File: config.mk
export PLATFORM = sky130hd
export DESIGN_NAME = s3_writeback
export DESIGN_NICKNAME = d
export VERILOG_FILES = /design/src/rtl/s3_writeback_pkg.sv /design/src/rtl/s3_writeback_load_align.sv /design/src/rtl/s3_writeback.sv
export SDC_FILE = /design/constraint.sdc
export NUM_CORES = 1
export LEC_CHECK = 0
export BUFFER_PORTS_ARGS = -buffer_cell sky130_fd_sc_hd__buf_4
export CAP_MARGIN = 0
export CORE_MARGIN = 4
export CORE_UTILIZATION = 35
export DETAILED_ROUTE_END_ITERATION = 12
export PLACE_DENSITY = 0.64
export SLEW_MARGIN = 15
export SYNTH_ARGS = -nofsm -noshare
export SYNTH_HDL_FRONTEND = slang
export SYNTH_SLANG_ARGS = --single-unit
File: constraint.sdc
create_clock -name clk -period 2.55 [get_ports clk]
set_input_delay 0.6375 -clock clk [delete_from_list [all_inputs] [get_ports clk]]
set_output_delay 0.6375 -clock clk [all_outputs]
set_load 0.03 [all_outputs]
File: src/rtl/s3_writeback_pkg.sv
// Shared opcode header: RV32I opcodes, funct3 codes, the NOP encoding,
// the tohost CSR address and the address-region nibbles used by the core.
package s3_writeback_pkg;

  // Major opcodes (inst[6:0])
  localparam logic [6:0] OPC_LOAD   = 7'b0000011;
  localparam logic [6:0] OPC_STORE  = 7'b0100011;
  localparam logic [6:0] OPC_BRANCH = 7'b1100011;
  localparam logic [6:0] OPC_JAL    = 7'b1101111;
  localparam logic [6:0] OPC_JALR   = 7'b1100111;
  localparam logic [6:0] OPC_ARI_R  = 7'b0110011;
  localparam logic [6:0] OPC_ARI_I  = 7'b0010011;
  localparam logic [6:0] OPC_LUI    = 7'b0110111;
  localparam logic [6:0] OPC_AUIPC  = 7'b0010111;
  localparam logic [6:0] OPC_CSR    = 7'b1110011;

  // Load funct3 codes
  localparam logic [2:0] FNC_LB  = 3'b000;
  localparam logic [2:0] FNC_LH  = 3'b001;
  localparam logic [2:0] FNC_LW  = 3'b010;
  localparam logic [2:0] FNC_LBU = 3'b100;
  localparam logic [2:0] FNC_LHU = 3'b101;

  // CSR funct3 codes
  localparam logic [2:0] FNC_CSRRW  = 3'b001;
  localparam logic [2:0] FNC_CSRRWI = 3'b101;

  // addi x0,x0,0 -- injected on reset and flush
  localparam logic [31:0] NOP_INST = 32'h0000_0013;

  // The only CSR implemented in the writeback stage
  localparam logic [11:0] CSR_TOHOST = 12'h51E;

  // Address-region nibbles (addr[31:28])
  localparam logic [3:0] REG_DMEM_A = 4'b0001;
  localparam logic [3:0] REG_DMEM_B = 4'b0011;
  localparam logic [3:0] REG_BIOS   = 4'b0100;
  localparam logic [3:0] REG_IO     = 4'b1000;

endpackage

File: src/rtl/s3_writeback_load_align.sv
// Load data alignment: picks the addressed byte/half out of a 32-bit word
// and sign- or zero-extends it according to the load funct3.
module s3_writeback_load_align
  import s3_writeback_pkg::*;
(
  input  logic [31:0] word,
  input  logic [1:0]  addr,
  input  logic [2:0]  funct3,
  output logic [31:0] result
);

  logic [7:0]  sel_byte;
  logic [15:0] sel_half;

  // Extract the addressed byte and half; the half ignores addr[0]
  always_comb begin
    sel_byte = word[7:0];
    case (addr)
      2'd0: sel_byte = word[7:0];
      2'd1: sel_byte = word[15:8];
      2'd2: sel_byte = word[23:16];
      2'd3: sel_byte = word[31:24];
      default: sel_byte = word[7:0];
    endcase
    sel_half = addr[1] ? word[31:16] : word[15:0];
  end

  // Extend according to load width; LW and undefined codes pass the word
  always_comb begin
    result = word;
    case (funct3)
      FNC_LB:  result = {{24{sel_byte[7]}}, sel_byte};
      FNC_LBU: result = {24'd0, sel_byte};
      FNC_LH:  result = {{16{sel_half[15]}}, sel_half};
      FNC_LHU: result = {16'd0, sel_half};
      FNC_LW:  result = word;
      default: result = word;
    endcase
  end

endmodule

File: src/rtl/s3_writeback.sv
// Stage-3 writeback: pipeline registers, load alignment, register-file write
// port, the tohost CSR and the cycle/instruction counters.
module s3_writeback
  import s3_writeback_pkg::*;
#(
  parameter int CNT_W = 32
) (
  input  logic             clk,
  input  logic             rst,
  input  logic             stall,
  input  logic             flush_s2,
  input  logic [31:0]      instruction_s2,
  input  logic [31:0]      alu_s2,
  input  logic [31:0]      pc_s2,
  input  logic [31:0]      csr_wdata_s2,
  input  logic [31:0]      dmem_dout,
  input  logic [31:0]      bios_dout,
  input  logic [31:0]      io_dout,
  input  logic             counter_rst,
  output logic [31:0]      instruction_s3,
  output logic [31:0]      wb_data,
  output logic             rf_we,
  output logic [4:0]       rf_wa,
  output logic [31:0]      csr_tohost,
  output logic [CNT_W-1:0] cycle_cnt,
  output logic [CNT_W-1:0] inst_cnt
);

  localparam logic [CNT_W-1:0] CNT_ONE = CNT_W'(1);

  logic [31:0] inst_s3;
  logic [31:0] alu_s3;
  logic [31:0] pc_s3;
  logic [31:0] csrw_s3;

  logic [6:0]  opcode;
  logic [2:0]  funct3;
  logic [4:0]  rd;
  logic        csr_write;
  logic [31:0] csr_next;
  logic [31:0] load_raw;
  logic [31:0] load_data;

  assign opcode = inst_s3[6:0];
  assign funct3 = inst_s3[14:12];
  assign rd     = inst_s3[11:7];

  // Decode a tohost write carried by the instruction currently in stage 3
  always_comb begin
    csr_write = 1'b0;
    csr_next  = csrw_s3;
    if (opcode == OPC_CSR && inst_s3[31:20] == CSR_TOHOST) begin
      if (funct3 == FNC_CSRRW) begin
        csr_write = 1'b1;
        csr_next  = csrw_s3;
      end else if (funct3 == FNC_CSRRWI) begin
        csr_write = 1'b1;
        csr_next  = {27'd0, inst_s3[19:15]};
      end
    end
  end

  // Pipeline registers, tohost and counters; CSR and inst_cnt update only when stage 3 advances
  always_ff @(posedge clk) begin
    if (rst) begin
      inst_s3    <= NOP_INST;
      alu_s3     <= 32'd0;
      pc_s3      <= 32'd0;
      csrw_s3    <= 32'd0;
      csr_tohost <= 32'd0;
      cycle_cnt  <= '0;
      inst_cnt   <= '0;
    end else begin
      cycle_cnt <= cycle_cnt + CNT_ONE;
      if (!stall) begin
        inst_s3 <= flush_s2 ? NOP_INST : instruction_s2;
        alu_s3  <= alu_s2;
        pc_s3   <= pc_s2;
        csrw_s3 <= csr_wdata_s2;
        if (csr_write) begin
          csr_tohost <= csr_next;
        end
        if (inst_s3 != NOP_INST) begin
          inst_cnt <= inst_cnt + CNT_ONE;
        end
      end
      if (counter_rst) begin
        cycle_cnt <= '0;
        inst_cnt  <= '0;
      end
    end
  end

  // Select the memory that backs the load address region
  always_comb begin
    load_raw = 32'd0;
    case (alu_s3[31:28])
      REG_DMEM_A, REG_DMEM_B: load_raw = dmem_dout;
      REG_BIOS:               load_raw = bios_dout;
      REG_IO:                 load_raw = io_dout;
      default:                load_raw = 32'd0;
    endcase
  end

  s3_writeback_load_align u_load_align (
    .word   (load_raw),
    .addr   (alu_s3[1:0]),
    .funct3 (funct3),
    .result (load_data)
  );

  // Writeback value and register-file write enable by opcode
  always_comb begin
    wb_data = 32'd0;
    rf_we   = 1'b0;
    case (opcode)
      OPC_LOAD: begin
        wb_data = load_data;
        rf_we   = 1'b1;
      end
      OPC_JAL, OPC_JALR: begin
        wb_data = pc_s3 + 32'd4;
        rf_we   = 1'b1;
      end
      OPC_ARI_R, OPC_ARI_I, OPC_LUI, OPC_AUIPC: begin
        wb_data = alu_s3;
        rf_we   = 1'b1;
      end
      default: begin
        wb_data = 32'd0;
        rf_we   = 1'b0;
      end
    endcase
    if (rd == 5'd0) begin
      rf_we = 1'b0;
    end
  end

  assign instruction_s3 = inst_s3;
  assign rf_wa          = rd;

endmodule
==> impl_metrics.py, run 1 <==
metrics = {
    "timing": {
        "drv_slew": 0,
        "rsz0062_at_grt": "true",
        "skew_ps": 14.1,
        "fin_hold_ws_ps": 331,
        "layout_min_cycle_time_ps": 3400,
        "fmaxAchievable_mhz": 294,
        "period_share_pct": 133,
        "worst_pin_slew_ps": 823,
        "hold_viol": 0,
        "slew-limit-headroom_pct": 45.2,
        "fin_ws_ps": -847,
        "setup_violations": 33,
    },
    "cts": {
        "insertion_delay_ps": 540,
        "cts_buffer_depth": 3,
        "cts_sinks": 224,
        "hold_buffers": 0,
        "clkTransAtPathRegs_ps": 60,
        "cts_made_buffers": 27,
        "cts_tree": "yes",
        "htreeDepth": 1,
        "cts-root-buf": "clkbuf_16",
    },
    "drt": {
        "ant_nets": 0,
        "drt-wirelength-per-cell_um": 20.4,
        "firstDrtPassIters": 5,
        "detail_route.wirelength_mm": 45.9,
        "viasPerCell": 5.54,
        "vias": 12500,
        "drtIter0Drc": 901,
        "drc": 0,
    },
    "floorplan": {
        "io_pins": 395,
        "die_h_um": 187,
        "die_w_um": 187,
        "rows": 65,
        "coreArea_um2": 31500,
        "dieArea_um2": 34800,
        "initial_core_util_pct": 35.5,
    },
    "power": {
        "switching_power_mw": 2.48,
        "ir_drop_v": 0.000476,
        "cellPowerDensity_nw_per_um2": 530,
        "power_frac_seq_pct": 40.1,
        "comb_power_share_pct": 18.1,
        "leakage_nw": 7.24,
        "switching_share_pct": 26.8,
        "p_clk_share_pct": 41.8,
        "intPower_mw": 6.78,
        "total_power_mw": 9.27,
    },
    "logic_synthesis": {
        "ys_types": 67,
        "synthTopCellsByArea": "dfxtp_1, mux2i_1, nor2_1",
        "synthMuxAreaShare_pct": 10.1,
        "synth_edf_count": 0,
        "synthAdderAreaFrac_pct": 0.336,
        "yosysTopAreaCell": "dfxtp_1",
        "ys_seq_area_share_pct": 40.2,
        "synth_top_family_by_area": "simple AND/OR/NAND/NOR gates",
        "synth_nets": 1557,
        "avgSynthCellArea_um2": 8.43,
        "yosys.area.top_type_share_pct": 40.2,
        "ys_ff_latch": 224,
        "syn_area_um2": 11200,
        "synthCells": 1325,
        "ys_warn_count": 0,
        "synth-simple-area-share_pct": 25.4,
        "synth_compound_area_share_pct": 16.9,
        "synth_xor_area_share_pct": 2.67,
        "yosys_most_used_dff": "dfxtp_1",
        "synthArstFlopShare_pct": 0,
    },
    "global_routing": {
        "overflow": 0,
        "grt_max_degree": 145,
        "grt_pass1_wl_mm": 68.9,
        "antenna_found_initial": 9,
        "grt_pass1_vias": 12000,
        "grtUsageTotal_pct": 24.3,
    },
    "outcome": {
        "status": "complete, but fails checks",
        "violations": "setup timing",
    },
    "worst_setup_path": {
        "cp_data_arrival_time_ps": 2760,
        "crit_type": "flip-flop to output port",
        "cp_max_fo": 8,
        "crit_path_start_kind": "flip-flop",
        "end_kind": "output port",
        "cp.required_ps": 1910,
    },
    "finish": {
        "layout.nets": 2059,
        "layout_commonest_cell": "buf_4",
        "syn_to_final_growth_pct": 56.5,
        "mostFrequentLayoutCells": "buf_4, dfxtp_1, nor2_1",
        "layout-drive-gt1-share_pct": 38.7,
        "nFillCells": 2903,
    },
    "place": {
        "port_buffers": 394,
        "dpl.hpwl_mm": 34.1,
        "gp_congestion": 0.957,
    },
    "min_path": {
        "hp-class": "input pin to flip-flop",
    },
    "run": {
        "cap_viol_max_count": 0,
    },
}
-- registers in the layout, summed over array words and instances (netlist names) --
signal / flops
cycle_cnt: 32
inst_cnt: 32
alu_s3: 32
csr_tohost: 32
pc_s3: 32
instruction_s3: 32
csrw_s3: 32
-- per-layer routing --
| metal | up-vias | track usage [%] | share of wire [%] |
|---|---|---|---|
| li1 | 5927 | - | - |
| met2 | 466 | 39.4 | 47 |
| met4 | 0 | 8.28 | 3.3 |
| met1 | 6035 | 32.6 | 43 |
| met5 | - | 0 | 0 |
| met3 | 83 | 4.73 | 6.8 |
-- synthesized netlist by cell type (all sizes together), types with 5 or more instances --
cell     count
o31ai       12
a222oi      21
inv         10
or3         26
o311ai      11
nor4        24
clkbuf      75
and4        10
o31a         5
nor3        17
o221ai      13
a2111oi      6
nor2       193
a31oi        5
o21ai       34
buf         31
o211ai      12
or4         22
a22oi       39
mux2i      111
xnor2       17
dfxtp      224
nand2      124
a21oi       66
and3        12
xor2        17
nand3b      12
a221oi       7
nand4       29
o41ai       10
nand3       73
-- kinds of logic after synthesis --
kind of cell,after synthesis
fa+ha+maj,3
mux,112
flops,224
compound gates,266
buf+inv,116
xor+xnor,34
simple gates,570
-- metrics by stage --
stage | area [um^2] | setup WS [ps] | util, % | std cells | setup TNS [ps]
floorplan | 11300 | -403 | - | 1325 | -6420
global placement | 15600 | -528 | 49.6 | 2169 | -11810
detailed placement | 15600 | -505 | 49.6 | 2169 | -12090
CTS | 17000 | -859 | 54.1 | 2237 | -24100
global route | 17500 | -918 | 55.5 | 2257 | -26130
finish | 17500 | -847 | 55.5 | 2257 | -23300
-- path summary, 6_finish.rpt --
check	slack, ps	to	depth (start not counted)	startpoint
max	-850	wb_data[10]	8	alu_s3[29]
min	330	csrw_s3[27]	3	csr_wdata_s2[27]
max reg2reg	180	inst_cnt[27]	6	instruction_s3[9]
min reg2reg	450	csr_tohost[5]	2	csr_tohost[5]
-- power by group through the flow --
stage	sequential (mW)	combinational [mW]	clock [mW]
global route	3.73	1.79	4.10
finish	3.71	1.68	3.87
floorplan	3.81	0.674	0
global placement	3.78	1.45	0
detailed placement	3.79	1.47	0
CTS	3.71	1.57	3.97
-- final cells by class --
type	instances	area [um^2]	share of cell area, %
Sequential cell	224	4500	25.8
Clock buffer	36	739	4.23
Clock inverter	13	158	0.902
Timing Repair Buffer	579	4740	27.1
Inverter	10	37.5	0.215
Tap cell	402	503	2.88
Antenna cell	8	20.0	0.115
Multi-Input combinational cell	985	6770	38.7
-- worst max-delay path, cell delays in order, from the launching register on --
cell and delay, ps:
dfxtp_4 360, buf_6 110, or4bb_1 490, a21o_1 250
a32oi_4 280, a22oi_2 150, buf_12 170, a22oi_2 240
buf_6 180
-- what timing repair did --
action,CTS,global route
gates resized for setup,91,71
cloned,1,2
endpoints found under the setup margin,33,33
pin swaps,24,22
buffers inserted,20,15
No activity file was read; power rests on OpenSTA's default activity.
==> run 2: changes to the inputs <==
==> constraint.sdc (replaced) <==
create_clock -name clk -period 2.55 [get_ports clk]
set_input_delay 0.6375 -clock clk [delete_from_list [all_inputs] [get_ports clk]]
set_output_delay 0.6375 -clock clk [all_outputs]
set_load 0.02 [all_outputs]
==> run 2 against run 1 <==
- the flow still finishes with violations (setup timing)
- die area unchanged
- clock power decreased by 4%
- wire length decreased by 1.4%
- global-route usage barely moved
- count of clock-buffer cells in the layout is 3 higher
- combinational power fell by 8%
- worst hold slack worse by 11 ps
- first-iteration DRC count increased by 1.4%
- power shrank 3.1%
- clock skew decreased by 4.2 ps
- critical endpoint is now wb_data[13]
- largest power group is now registers
- highest routed layer is now met5
==> impl_metrics.py, run 2 (synthesized netlist as in run 1, its figures left out) <==
metrics = {
    "outcome": {
        "status": "complete, but fails checks",
        "violations": "setup timing",
    },
    "finish": {
        "layout.nets": 2043,
        "stdcell_count": 2233,
        "syn_to_final_growth_pct": 52.4,
        "mostFrequentLayoutCells": "buf_4, dfxtp_1, nor2_1",
        "layout-drive-gt1-share_pct": 38.3,
        "layout_commonest_cell": "buf_4",
        "post-route-util_pct": 54.0,
    },
    "floorplan": {
        "die_w_um": 187,
        "initial_core_util_pct": 35.5,
        "io_pins": 395,
        "coreArea_um2": 31500,
        "rows": 65,
        "dieArea_um2": 34800,
        "die_h_um": 187,
    },
    "global_routing": {
        "overflow": 0,
        "busiest_layer": "met2",
        "grtUsageTotal_pct": 24.3,
        "grtUsageMet1_pct": 31.3,
        "use_met3_pct": 6.00,
        "grt_max_degree": 127,
        "grt_pass1_wl_mm": 69.0,
        "antenna_found_initial": 4,
        "grt_use_met2_pct": 39.9,
        "grt_pass1_vias": 12000,
    },
    "drt": {
        "ant_nets": 0,
        "firstDrtPassIters": 11,
        "vias": 12500,
        "drc": 0,
        "detail_route.wirelength_mm": 45.3,
        "drtIter0Drc": 914,
        "drt-wirelength-per-cell_um": 20.3,
        "viasPerCell": 5.58,
    },
    "run": {
        "cap_viol_max_count": 0,
    },
    "worst_setup_path": {
        "worstSetupStartpoint": "alu_s3[31]",
        "r2r-end": "inst_cnt[7]",
        "cp.required_ps": 1910,
        "crit_type": "flip-flop to output port",
        "cp_max_fo": 7,
        "setup.worst_path.end": "wb_data[13]",
        "ff2ff_setup_slack_ps": 200,
        "end_kind": "output port",
        "reg2reg_depth": 8,
        "worstReg2RegStart": "instruction_s3[13]",
        "cp_data_arrival_time_ps": 2680,
        "crit_path_start_kind": "flip-flop",
    },
    "cts": {
        "insertion_delay_ps": 550,
        "cts_sinks": 224,
        "cts_buffer_depth": 3,
        "htreeDepth": 1,
        "cts_made_buffers": 27,
        "clkTransAtPathRegs_ps": 60,
        "hold_buffers": 0,
        "cts-root-buf": "clkbuf_16",
        "cts_tree": "yes",
    },
    "timing": {
        "slew-limit-headroom_pct": 41.7,
        "worst_pin_slew_ps": 873,
        "drv_slew": 0,
        "skew_ps": 9.88,
        "fmaxAchievable_mhz": 301,
        "period_share_pct": 130,
        "hold_viol": 0,
        "rsz0062_at_grt": "true",
        "layout_min_cycle_time_ps": 3320,
        "setup_violations": 32,
        "fin_ws_ps": -767,
    },
    "place": {
        "port_buffers": 394,
        "dpl.hpwl_mm": 34.0,
        "dpl.cell_count": 2155,
        "gp_congestion": 0.917,
    },
    "power": {
        "cellPowerDensity_nw_per_um2": 528,
        "p_clk_share_pct": 41.5,
        "intPower_mw": 6.58,
        "ir_drop_v": 0.000494,
        "switching_power_mw": 2.40,
        "leakage_nw": 7.09,
        "switching_share_pct": 26.7,
        "power_frac_seq_pct": 41.4,
        "comb_power_share_pct": 17.1,
    },
    "min_path": {
        "hp-class": "input pin to flip-flop",
    },
}
## run 2: changes by cell type in the layout (fill, tap and decap cells not counted), sizes merged
cell | before | now
buf | 578 | 563
diode | 8 | 3
clkbuf | 36 | 39
bufinv | 3 | 1
clkinvlp | 4 | 2
bufbuf | 1 | 0
clkinv | 4 | 3
inv | 12 | 11
## run 2: worst min-delay path by stage
stage	slack, ps	end	from	cells past startpoint
floorplan	450	csr_tohost[10]	csrw_s3[10]	2
global placement	440	csr_tohost[30]	csr_tohost[30]	2
detailed placement	450	csr_tohost[28]	csr_tohost[28]	2
CTS	300	instruction_s3[1]	instruction_s2[1]	3
global route	310	instruction_s3[18]	instruction_s2[18]	3
finish	320	alu_s3[14]	alu_s2[14]	3
## run 2: critical path: stages, from the launching register on
cell and delay [ps]:
dfxtp_4 370, nor4b_4 150, buf_6 140, buf_12 130
buf_6 120, a222oi_1 410, mux2i_1 180, a2111oi_2 350
a21oi_2 100, buf_4 170
## run 2: what timing repair did
| action | in CTS | in global routing |
|---|---|---|
| pin swaps | 40 | 27 |
| setup buffers | 20 | 10 |
| cloned | 2 | 0 |
| endpoints found under the setup margin | 33 | 33 |
| resized for setup | 81 | 44 |
## run 2: per-stage QoR
stage	power, mW	cell area, um^2	hold WS [ps]	worst slack, ps	TNS (ps)
2_1_floorplan	4.43	11300	448	-266	-3760
3_3_place_gp	5.15	15500	441	-839	-16350
3_5_place_dp	5.17	15500	446	-836	-17080
5_1_grt	9.34	17000	306	-877	-25330
6_report	8.98	17000	319	-767	-21660
4_1_cts	9.03	16800	296	-775	-21670
## run 2: power groups by stage
stage	sequential, mW	clock [mW]	combinational (mW)
global placement	3.78	0	1.37
global route	3.73	3.97	1.64
CTS	3.71	3.83	1.49
floorplan	3.79	0	0.641
finish	3.72	3.72	1.54
detailed placement	3.79	0	1.38
## run 2: cell type report
| cell class | count | area, um^2 |
|---|---|---|
| clock inverters | 7 | 80.1 |
| flip-flops and latches | 224 | 4510 |
| clock buffers | 39 | 771 |
| repair buffers | 563 | 4450 |
| multi-input cells | 985 | 6660 |
| diodes | 3 | 7.51 |
| fillers | 2938 | 14500 |
| well taps | 402 | 503 |
| inverters | 10 | 37.5 |
## run 2: routing by layer
| metal | vias up | share of wire (%) |
|---|---|---|
| li1 | 5888 | - |
| met1 | 5923 | 41 |
| met2 | 541 | 47 |
| met3 | 97 | 8.6 |
| met4 | 2 | 3.6 |
| met5 | - | 0.029 |
